### src/rtl/vfx_stream_pkg.sv
// vfx_stream_pkg: shared pixel-stream types for the video filter chain
package vfx_stream_pkg;
  localparam int PIXEL_BITS = 12;
  typedef logic [PIXEL_BITS-1:0] rgb444_t;
  typedef struct packed {
    logic    sop;
    logic    eop;
    rgb444_t data;
  } st_beat_t;
  typedef enum logic [2:0] {IDLE, STREAM, PAD, FLUSH, DRAIN} regulator_state_t;
endpackage

### src/rtl/stream_skid_buffer.sv
// stream_skid_buffer: 2-entry beat buffer decoupling a push source from a ready/valid sink
module stream_skid_buffer
  import vfx_stream_pkg::*;
(
  input  logic     clk,
  input  logic     reset_n,
  input  logic     i_push,
  input  st_beat_t i_beat,
  output logic     o_full,
  output logic     o_valid,
  input  logic     i_ready,
  output st_beat_t o_beat
);
  st_beat_t   r_mem [2];
  logic       r_rd;
  logic       r_wr;
  logic [1:0] r_cnt;
  logic       w_pop;
  assign o_valid = r_cnt != 2'd0;
  assign o_full  = r_cnt == 2'd2;
  assign o_beat  = r_mem[r_rd];
  assign w_pop   = o_valid && i_ready;
  always_ff @(posedge clk or negedge reset_n) begin
    if (!reset_n) begin
      r_mem <= '{default: '0};
      r_rd  <= 1'b0;
      r_wr  <= 1'b0;
      r_cnt <= 2'd0;
    end else begin
      if (i_push) begin
        r_mem[r_wr] <= i_beat;
        r_wr        <= ~r_wr;
      end
      if (w_pop) r_rd <= ~r_rd;
      r_cnt <= r_cnt + {1'b0, i_push} - {1'b0, w_pop};
    end
  end
endmodule

### src/rtl/frame_packet_regulator.sv
// frame_packet_regulator: re-emits exactly IMAGE_WIDTH*IMAGE_HEIGHT-pixel frames,
// padding short frames, truncating long ones and dropping pre-SOP beats
module frame_packet_regulator
  import vfx_stream_pkg::*;
#(
  parameter int      IMAGE_WIDTH  = 320,
  parameter int      IMAGE_HEIGHT = 240,
  parameter rgb444_t PAD_COLOUR   = 12'h000
) (
  input  logic          clk,
  input  logic          reset_n,
  input  logic          valid_in,
  input  logic          startofpacket_in,
  input  logic          endofpacket_in,
  input  logic [11:0]   data_in,
  output logic          ready_out,
  input  logic          ready_in,
  output logic          valid_out,
  output logic          startofpacket_out,
  output logic          endofpacket_out,
  output logic [11:0]   data_out,
  output logic [31:0]   pixel_count_out,
  output logic [15:0]   short_frame_count,
  output logic [15:0]   long_frame_count
);
  localparam int          TOTAL_PIXELS = IMAGE_WIDTH * IMAGE_HEIGHT;
  localparam logic [31:0] LAST_IDX     = 32'(TOTAL_PIXELS - 1);
  regulator_state_t r_state, w_next;
  logic [31:0] r_count;
  logic        r_pend_v, r_pend_eop;
  rgb444_t     r_pend_data;
  logic [15:0] r_short, r_long;
  logic        w_full, w_accept, w_push, w_last, w_short_inc, w_long_inc;
  st_beat_t    w_beat, w_out;
  assign w_last    = r_count == LAST_IDX;
  assign ready_out = reset_n && !w_full && (r_state inside {IDLE, STREAM, DRAIN});
  assign w_accept  = valid_in && ready_out;
  always_ff @(posedge clk or negedge reset_n) begin
    if (!reset_n) r_state <= IDLE;
    else r_state <= w_next;
  end
  always_comb begin
    w_next = r_state;
    case (r_state)
      IDLE, DRAIN: if (w_accept && startofpacket_in) w_next = endofpacket_in ? PAD : STREAM;
      STREAM: if (w_accept) w_next = startofpacket_in ? PAD :
                                     w_last ? (endofpacket_in ? IDLE : DRAIN) :
                                     endofpacket_in ? PAD : STREAM;
      PAD:    if (!w_full && w_last) w_next = r_pend_v ? FLUSH : IDLE;
      FLUSH:  if (!w_full) w_next = r_pend_eop ? PAD : STREAM;
      default: w_next = IDLE;
    endcase
  end
  always_comb begin
    w_push      = 1'b0;
    w_beat      = '{sop: 1'b0, eop: 1'b0, data: data_in};
    w_short_inc = 1'b0;
    w_long_inc  = 1'b0;
    case (r_state)
      IDLE, DRAIN: begin
        w_push      = w_accept && startofpacket_in;
        w_beat.sop  = 1'b1;
        w_short_inc = w_push && endofpacket_in;
      end
      STREAM: begin
        w_push      = w_accept && !startofpacket_in;
        w_beat.eop  = w_last;
        w_short_inc = w_accept && (startofpacket_in || (!w_last && endofpacket_in));
        w_long_inc  = w_push && w_last && !endofpacket_in;
      end
      PAD: begin
        w_push = !w_full;
        w_beat = '{sop: 1'b0, eop: w_last, data: PAD_COLOUR};
      end
      FLUSH: begin
        w_push      = !w_full;
        w_beat      = '{sop: 1'b1, eop: 1'b0, data: r_pend_data};
        w_short_inc = w_push && r_pend_eop;
      end
      default: ;
    endcase
  end
  // an early SOP is parked here while the interrupted frame is padded out
  always_ff @(posedge clk or negedge reset_n) begin
    if (!reset_n) begin
      r_count     <= '0;
      r_pend_v    <= 1'b0;
      r_pend_eop  <= 1'b0;
      r_pend_data <= '0;
      r_short     <= '0;
      r_long      <= '0;
    end else begin
      if (w_push) r_count <= w_beat.eop ? 32'd0 : w_beat.sop ? 32'd1 : r_count + 32'd1;
      if (r_state == STREAM && w_accept && startofpacket_in) begin
        r_pend_v    <= 1'b1;
        r_pend_eop  <= endofpacket_in;
        r_pend_data <= data_in;
      end else if (r_state == FLUSH && w_push) begin
        r_pend_v <= 1'b0;
      end
      if (w_short_inc && r_short != 16'hFFFF) r_short <= r_short + 16'd1;
      if (w_long_inc && r_long != 16'hFFFF) r_long <= r_long + 16'd1;
    end
  end
  stream_skid_buffer u_skid (
    .clk     (clk),
    .reset_n (reset_n),
    .i_push  (w_push),
    .i_beat  (w_beat),
    .o_full  (w_full),
    .o_valid (valid_out),
    .i_ready (ready_in),
    .o_beat  (w_out)
  );
  assign startofpacket_out = w_out.sop;
  assign endofpacket_out   = w_out.eop;
  assign data_out          = w_out.data;
  assign pixel_count_out   = r_count;
  assign short_frame_count = r_short;
  assign long_frame_count  = r_long;
endmodule
### config.mk
export PLATFORM = sky130hd
export DESIGN_NAME = frame_packet_regulator
export DESIGN_NICKNAME = d
export VERILOG_FILES = /design/src/rtl/vfx_stream_pkg.sv /design/src/rtl/stream_skid_buffer.sv /design/src/rtl/frame_packet_regulator.sv
export SDC_FILE = /design/constraint.sdc
export NUM_CORES = 1
export LEC_CHECK = 0
export CORE_MARGIN = 3
export CORE_UTILIZATION = 45
export DETAILED_ROUTE_END_ITERATION = 8
export GPL_TIMING_DRIVEN = 0
export PLACE_DENSITY = 0.73
export SLEW_MARGIN = 10
export SYNTH_ARGS = -nofsm -noshare
export SYNTH_HDL_FRONTEND = slang
export SYNTH_HIERARCHICAL = 1
export SYNTH_SLANG_ARGS = --single-unit
### constraint.sdc
create_clock -name clk -period 3.6 [get_ports clk]
set_clock_uncertainty 0.15 [all_clocks]
set_input_delay 0.54 -clock clk [delete_from_list [all_inputs] [get_ports clk]]
set_output_delay 0.54 -clock clk [all_outputs]
set_load 0.01 [all_outputs]
# Yosys cells after proc, flatten, opt, wreduce, memory -nomap -nowiden
# Index checks and enable logic that the tools add are counted.
dict set report classes {
  n_bitwise 4
  n_eq_ne 12
  reduce_logical 33
  order_cmp 3
  addsub 5
  muxes 27
}
# operator count
set op_table {}
lappend op_table {{$mux W32} 2}
lappend op_table {{$mux W14} 4}
lappend op_table {{$add A16 B1 Y16 const B} 2}
lappend op_table {{$add A32 B1 Y32 const B} 1}
lappend op_table {{$eq A32 B17 Y1 const B} 1}
lappend op_table {{$ne A16 B16 Y1 const B} 2}
lappend op_table {{$bwmux W28} 1}
lappend op_table {{$pmux W12 S2} 1}
lappend op_table {{$mux W3} 7}
lappend op_table {{$logic_and A1 B1 Y1} 19}
lappend op_table {{$demux W14 S1} 1}
lappend op_table {{$pmux W3 S4} 1}
lappend op_table {{$ne A2 B2 Y1 const B} 4}
lappend op_table {{$eq A3 B2 Y1 const B} 2}
lappend op_table {{$mux W2} 3}
lappend op_table {{$pmux W1 S3} 2}
lappend op_table {{$reduce_or A2 Y1} 3}
lappend op_table {{$mux W1} 5}
lappend op_table {{$ge A2 B2 Y1 const B} 2}
lappend op_table {{$logic_not A1 Y1} 4}
lappend op_table {{$not A1 Y2} 2}
lappend op_table {{$reduce_and A4 Y1} 1}
lappend op_table {{$reduce_bool A2 Y1} 2}
lappend op_table {{$eq A3 B1 Y1 const B} 1}
lappend op_table {{other kinds (10)} 11}
dict set report totals {
  out_inout_bits 80
  regBits 113
  wordCells 100
  in_bits 18
}

# Depth between registers and ports, before layout
dict set report logic_depth {
  ltp_word 10
  depth_mapped 11
  depth_no_buf 7
}

# Cells and area by module
# The synthesis kept the hierarchy.
# module instances area_per_inst_um2 seq_area_each_um2 cells_per_inst
set modules_own_cells {}
lappend modules_own_cells {frame_packet_regulator 1 4443.0 2026.9 481}
lappend modules_own_cells {stream_skid_buffer 1 1457.6 800.8 92}

# Worst setup path after synthesis
# No wires, ideal clock.
dict set report synth_path {
  kind {in2reg}
  from {input startofpacket_in}
  to {register u_skid/r_mem[14] in the netlist's numbering}
  cell_stages 10
  setup_slack_ns 0.960
  n_path_buf 4
  arrival_ns 2.365
  cell_sequence {nand4b_1 > a21o_1 > a21o_1 > buf_2 > clkinv_1 > clkbuf_1 > nor2b_1 > buf_6 > buf_12 > mux2_4}
}
dict set report synth_between {
  elab_chain_cells 3
  word_cells_on_any_way 4
  cone_classes {mux: 1; reduce/logical: 3}
}
# item line
set synth_lines {}
lappend synth_lines {{from (decl)} frame_packet_regulator.sv:13} ;# input logic startofpacket_in,
lappend synth_lines {{$logic_not A1 Y1} frame_packet_regulator.sv:66} ;# w_push = w_accept && !startofpacket_in;
lappend synth_lines {{$logic_and A1 B1 Y1} frame_packet_regulator.sv:66}
lappend synth_lines {{$pmux W1 S3 (*)} frame_packet_regulator.sv:59} ;# case (r_state)
lappend synth_lines {{via w_push} frame_packet_regulator.sv:33} ;# logic w_full, w_accept, w_push, w_last, w_short_inc, w_long_inc;
lappend synth_lines {{to (signal, indexed assignment)} stream_skid_buffer.sv:31} ;# r_mem[r_wr] <= i_beat;
lappend synth_lines {{to (decl)} stream_skid_buffer.sv:14} ;# st_beat_t r_mem [2];
# Mark *: on every way through the listed nets, which the timed path passes. The rest lies on a longest branch.
# A chain may end at the register's enable or synchronous reset.

# Final worst setup path
dict set report layout_path {
  from {input startofpacket_in}
  to {register u_skid/r_mem[10] in the netlist's numbering}
}
# Same word-level chain as after synthesis.

==> impl_results.md <==
- Top cells by area, synth: dfrtp_1 (48%), mux2_2 (9.2%), xor2_1 (5.5%)
- DP HPWL: 10,220 um
- Reg power frac: 32.3%
- Leak: 3.449 nW
- EDFF count, synth: 0
- Die ar.: 14,520 um2
- RSZ-0062 raised after global routing: false
- Post-synthesis mux area share: 12.21%
- Ports: 98
- Syn Inst Count: 573
- RR Startpoint: r_state[2]$_DFFE_PN0P_
- Post-Synth XOR/XNOR Area: 7.422%
- Clock buffer depth: 2
- Nets@finish: 714
- GPL Wtd Cong: 0.9181
- Total Power: 5.700 mW
- Clock root buffer: clkbuf_16
- Nature of the critical path endpoint: register
- Post-route antenna net violation count: 0
- DIE WIDTH: 120.5 um
- Worst reg2reg path endpoint: u_skid/r_mem[10]$_DFFE_PN0P_
- Fin area: 7719 um2
- Launch point of the worst path: startofpacket_in
- Main synth FF type: dfrtp_1
- Mapped Area: 5901 um2
- Tot GR Track Use: 21.95%
- DR WL/cell: 17.22 um
- Overflow after GRT: 0
- Area growth from synthesis to layout: 30.81%
- PD cells: 738.5 nW/um2
- Slew @ Worst Pin: 1.006 ns
- Main combinational cell family by area after synthesis: simple AND/OR/NAND/NOR gates
- P_int: 3.767 mW
- Status: finished clean
- Cell Rows: 41
- DRC viols: 0
- FF-to-FF setup slack: 0.44 ns
- Sink Count: 113
- Critical path arrival: 3.42 ns
- Crit Path Class: in2reg
- Largest net degree at the start of global routing: 67
- Initial Util: 46.38%
- Initial antenna violation count: 0
- Yosys warning count: 6
- H-tree levels: 4
- Share of cells above drive strength 1: 16.10%
- Comb power frac: 39.3%
- Clk Latency, worst-skew pair: 0.41 ns
- Final core occ: 60.67%
- Period minus WS final: 3.275 ns
- Avg Synthesized Cell Area: 10.30 um2
- DRT Pass-1 Iters: 4
- # setup viols final: 0
- Final wirelength: 15,050 um
- Crit path capture: u_skid/r_mem[10]$_DFFE_PN0P_
- Post-synth top area share: 47.92%
- Flops & latches, synth: 113
- Starting DRT DRC Count: 388
- Maximum fanout along the worst path: 13
- Synth Area in Adders: 1.060%
- Antenna diodes: 0
- Cts repair resizes: 0
- Min-Delay Path Class: in2async
- Net Switching: 1.933 mW
- Worst reg-to-reg path cell count: 9
- Critical Path RT: 3.74 ns
- Slew headroom: 32.38%
- CTS tree: built
- Top cell type by total area after synthesis: dfrtp_1
- I/O Buffers: 97
- Synth Area in Simple Gates: 22.88%
- First-pass GRT wire length: 25,340 um
- Synthesized Nets: 596
- Max Clock Freq: 0.3053 GHz
- Yosys cell types: 59
- Core box area: 12,720 um2
- Sequential area share after synthesis: 47.92%
- Final Hold Fails: 0
- Synth async-reset ratio: 100.0%
- Net Sw Frac: 33.91%
- Clock slew at reported path FFs: 0.05 ns
- Via Count: 4,869
- Clock share of power: 28.4%
- Period utilization: 90.97%
- Startpoint Class: primary input
- Die Ht: 120.5 um
- Peak VDD IR: 433.5 uV
- Max cap viols: 0
- Synth Area in Compound Gates: 5.407%
- Vias per cell: 5.571
- Clock buffer count from CTS: 17
- Vias in the first global route: 5,003
- Placed Area: 7116 um2
- Max-slew violations: 0
## synth_stat cells, types with 2 or more instances
master,count
clkbuf_1,12
nor4b_1,2
mux2i_1,3
nor2_1,46
dfrtp_1,113
buf_2,9
ha_1,5
a22o_1,4
or4_1,4
xnor2_1,13
and2_1,4
nand2_1,66
and4_1,2
o2bb2ai_1,3
o211ai_1,2
a21oi_1,9
and4b_1,2
nand3_1,43
or4_4,2
a31oi_1,3
or3_1,3
o21a_1,3
mux2_4,10
inv_1,11
nor2b_1,5
nor4_1,14
mux2_2,48
xor2_1,37
o21ai_0,11
nand2b_1,6
nor3_1,14
a21o_1,4
and3_1,11
nand4_1,24
## per-layer routing
layer	share of wire (%)	track usage (%)	vias up
li1	-	-	2268
met1	44	28.92	2407
met2	47	34.30	169
met3	7.0	6.595	25
met4	2.1	8.286	0
met5	0	0	-
## cell usage in the layout, fill, tap and decap left out, types with 4 or more instances in the layout
cell,n
a21o_1,4
a21oi_1,9
a22o_1,4
and2_1,4
and3_1,11
buf_2,9
clkbuf_1,13
clkbuf_16,17
clkbuf_8,7
clkdlybuf4s50_1,96
clkinv_2,4
dfrtp_1,113
ha_1,5
inv_1,11
mux2_2,48
mux2_4,10
nand2_1,66
nand2b_1,6
nand3_1,43
nand4_1,24
nor2_1,46
nor2b_1,5
nor3_1,14
nor4_1,14
o21ai_0,11
or4_1,4
xnor2_1,13
xor2_1,37
## stage by stage
step,setup TNS [ns],worst slack (ns),instances,hold slack (ns)
2_1_floorplan,0,0.9597,573,0.09441
3_3_place_gp,-668.35,-3.958,842,0.3254
3_5_place_dp,-1.208,-0.08358,843,0.3339
4_1_cts,0,0.3685,874,0.001727
5_1_grt,0,0.1561,874,0.008068
6_report,0,0.3250,874,0.0002266
## final cells by class
class	instances	area (um2)
Fill cell	1113	5004
Buffer	26	137.6
Sequential cell	113	2828
Timing Repair Buffer	99	1027
Clock inverter	5	50.05
Tap cell	172	215.2
Clock buffer	25	525.5
Inverter	12	45.04
Multi-Input combinational cell	422	2890
## cells by family after synthesis
kind of cell	count (synthesis)
xor gates and xnor gates	50
DFF	113
muxes	61
AOI/OAI and AO/OA	48
buffers and inverters	38
and+or+nand+nor	258
adders and majority gates	5
## state kept, by name (all words and copies together) (netlist names), 2 cells and up
| register | cells |
|---|---|
| long_frame_count | 16 |
| short_frame_count | 16 |
| r_pend_data | 12 |
| pixel_count_out | 32 |
| u_skid/r_mem | 28 |
| u_skid/r_cnt | 2 |
| r_state | 3 |
## worst min-delay path by stage
stage,start,to,slack [ns],depth (start not counted)
global route,reset_n,long_frame_count[4]$_DFFE_PN0P_,0.008,2
floorplan,reset_n,long_frame_count[0]$_DFFE_PN0P_,0.09,0
finish,reset_n,long_frame_count[4]$_DFFE_PN0P_,0.0002,2
detailed placement,u_skid/r_wr$_DFFE_PN0P_,u_skid/r_wr$_DFFE_PN0P_,0.33,1
global placement,u_skid/r_wr$_DFFE_PN0P_,u_skid/r_wr$_DFFE_PN0P_,0.33,1
CTS,reset_n,long_frame_count[4]$_DFFE_PN0P_,0.002,2
## worst max-delay path, cell delays in order
cell and delay, ns:
clkdlybuf4s50_1 0.52, nand4b_1 0.22, a21o_1 0.18, a21o_1 0.14
buf_2 0.18, clkinv_1 0.19, clkbuf_1 0.55, nand2_1 0.32
buf_4 0.28, mux2_2 0.28
## power groups by stage
stage | combinational (mW) | clock, mW | sequential (mW)
2_1_floorplan | 1.44 | 0 | 1.82
3_3_place_gp | 2.17 | 0 | 1.83
3_5_place_dp | 2.24 | 0 | 1.85
4_1_cts | 2.25 | 1.65 | 1.84
5_1_grt | 2.45 | 1.71 | 1.88
6_report | 2.24 | 1.62 | 1.84
## timing repair
item | CTS | global route
buffers inserted | 0 | 0
endpoints found under the hold margin | 48 | 0
hold buffers | 1 | 0
No activity file was read; power rests on OpenSTA's default activity.
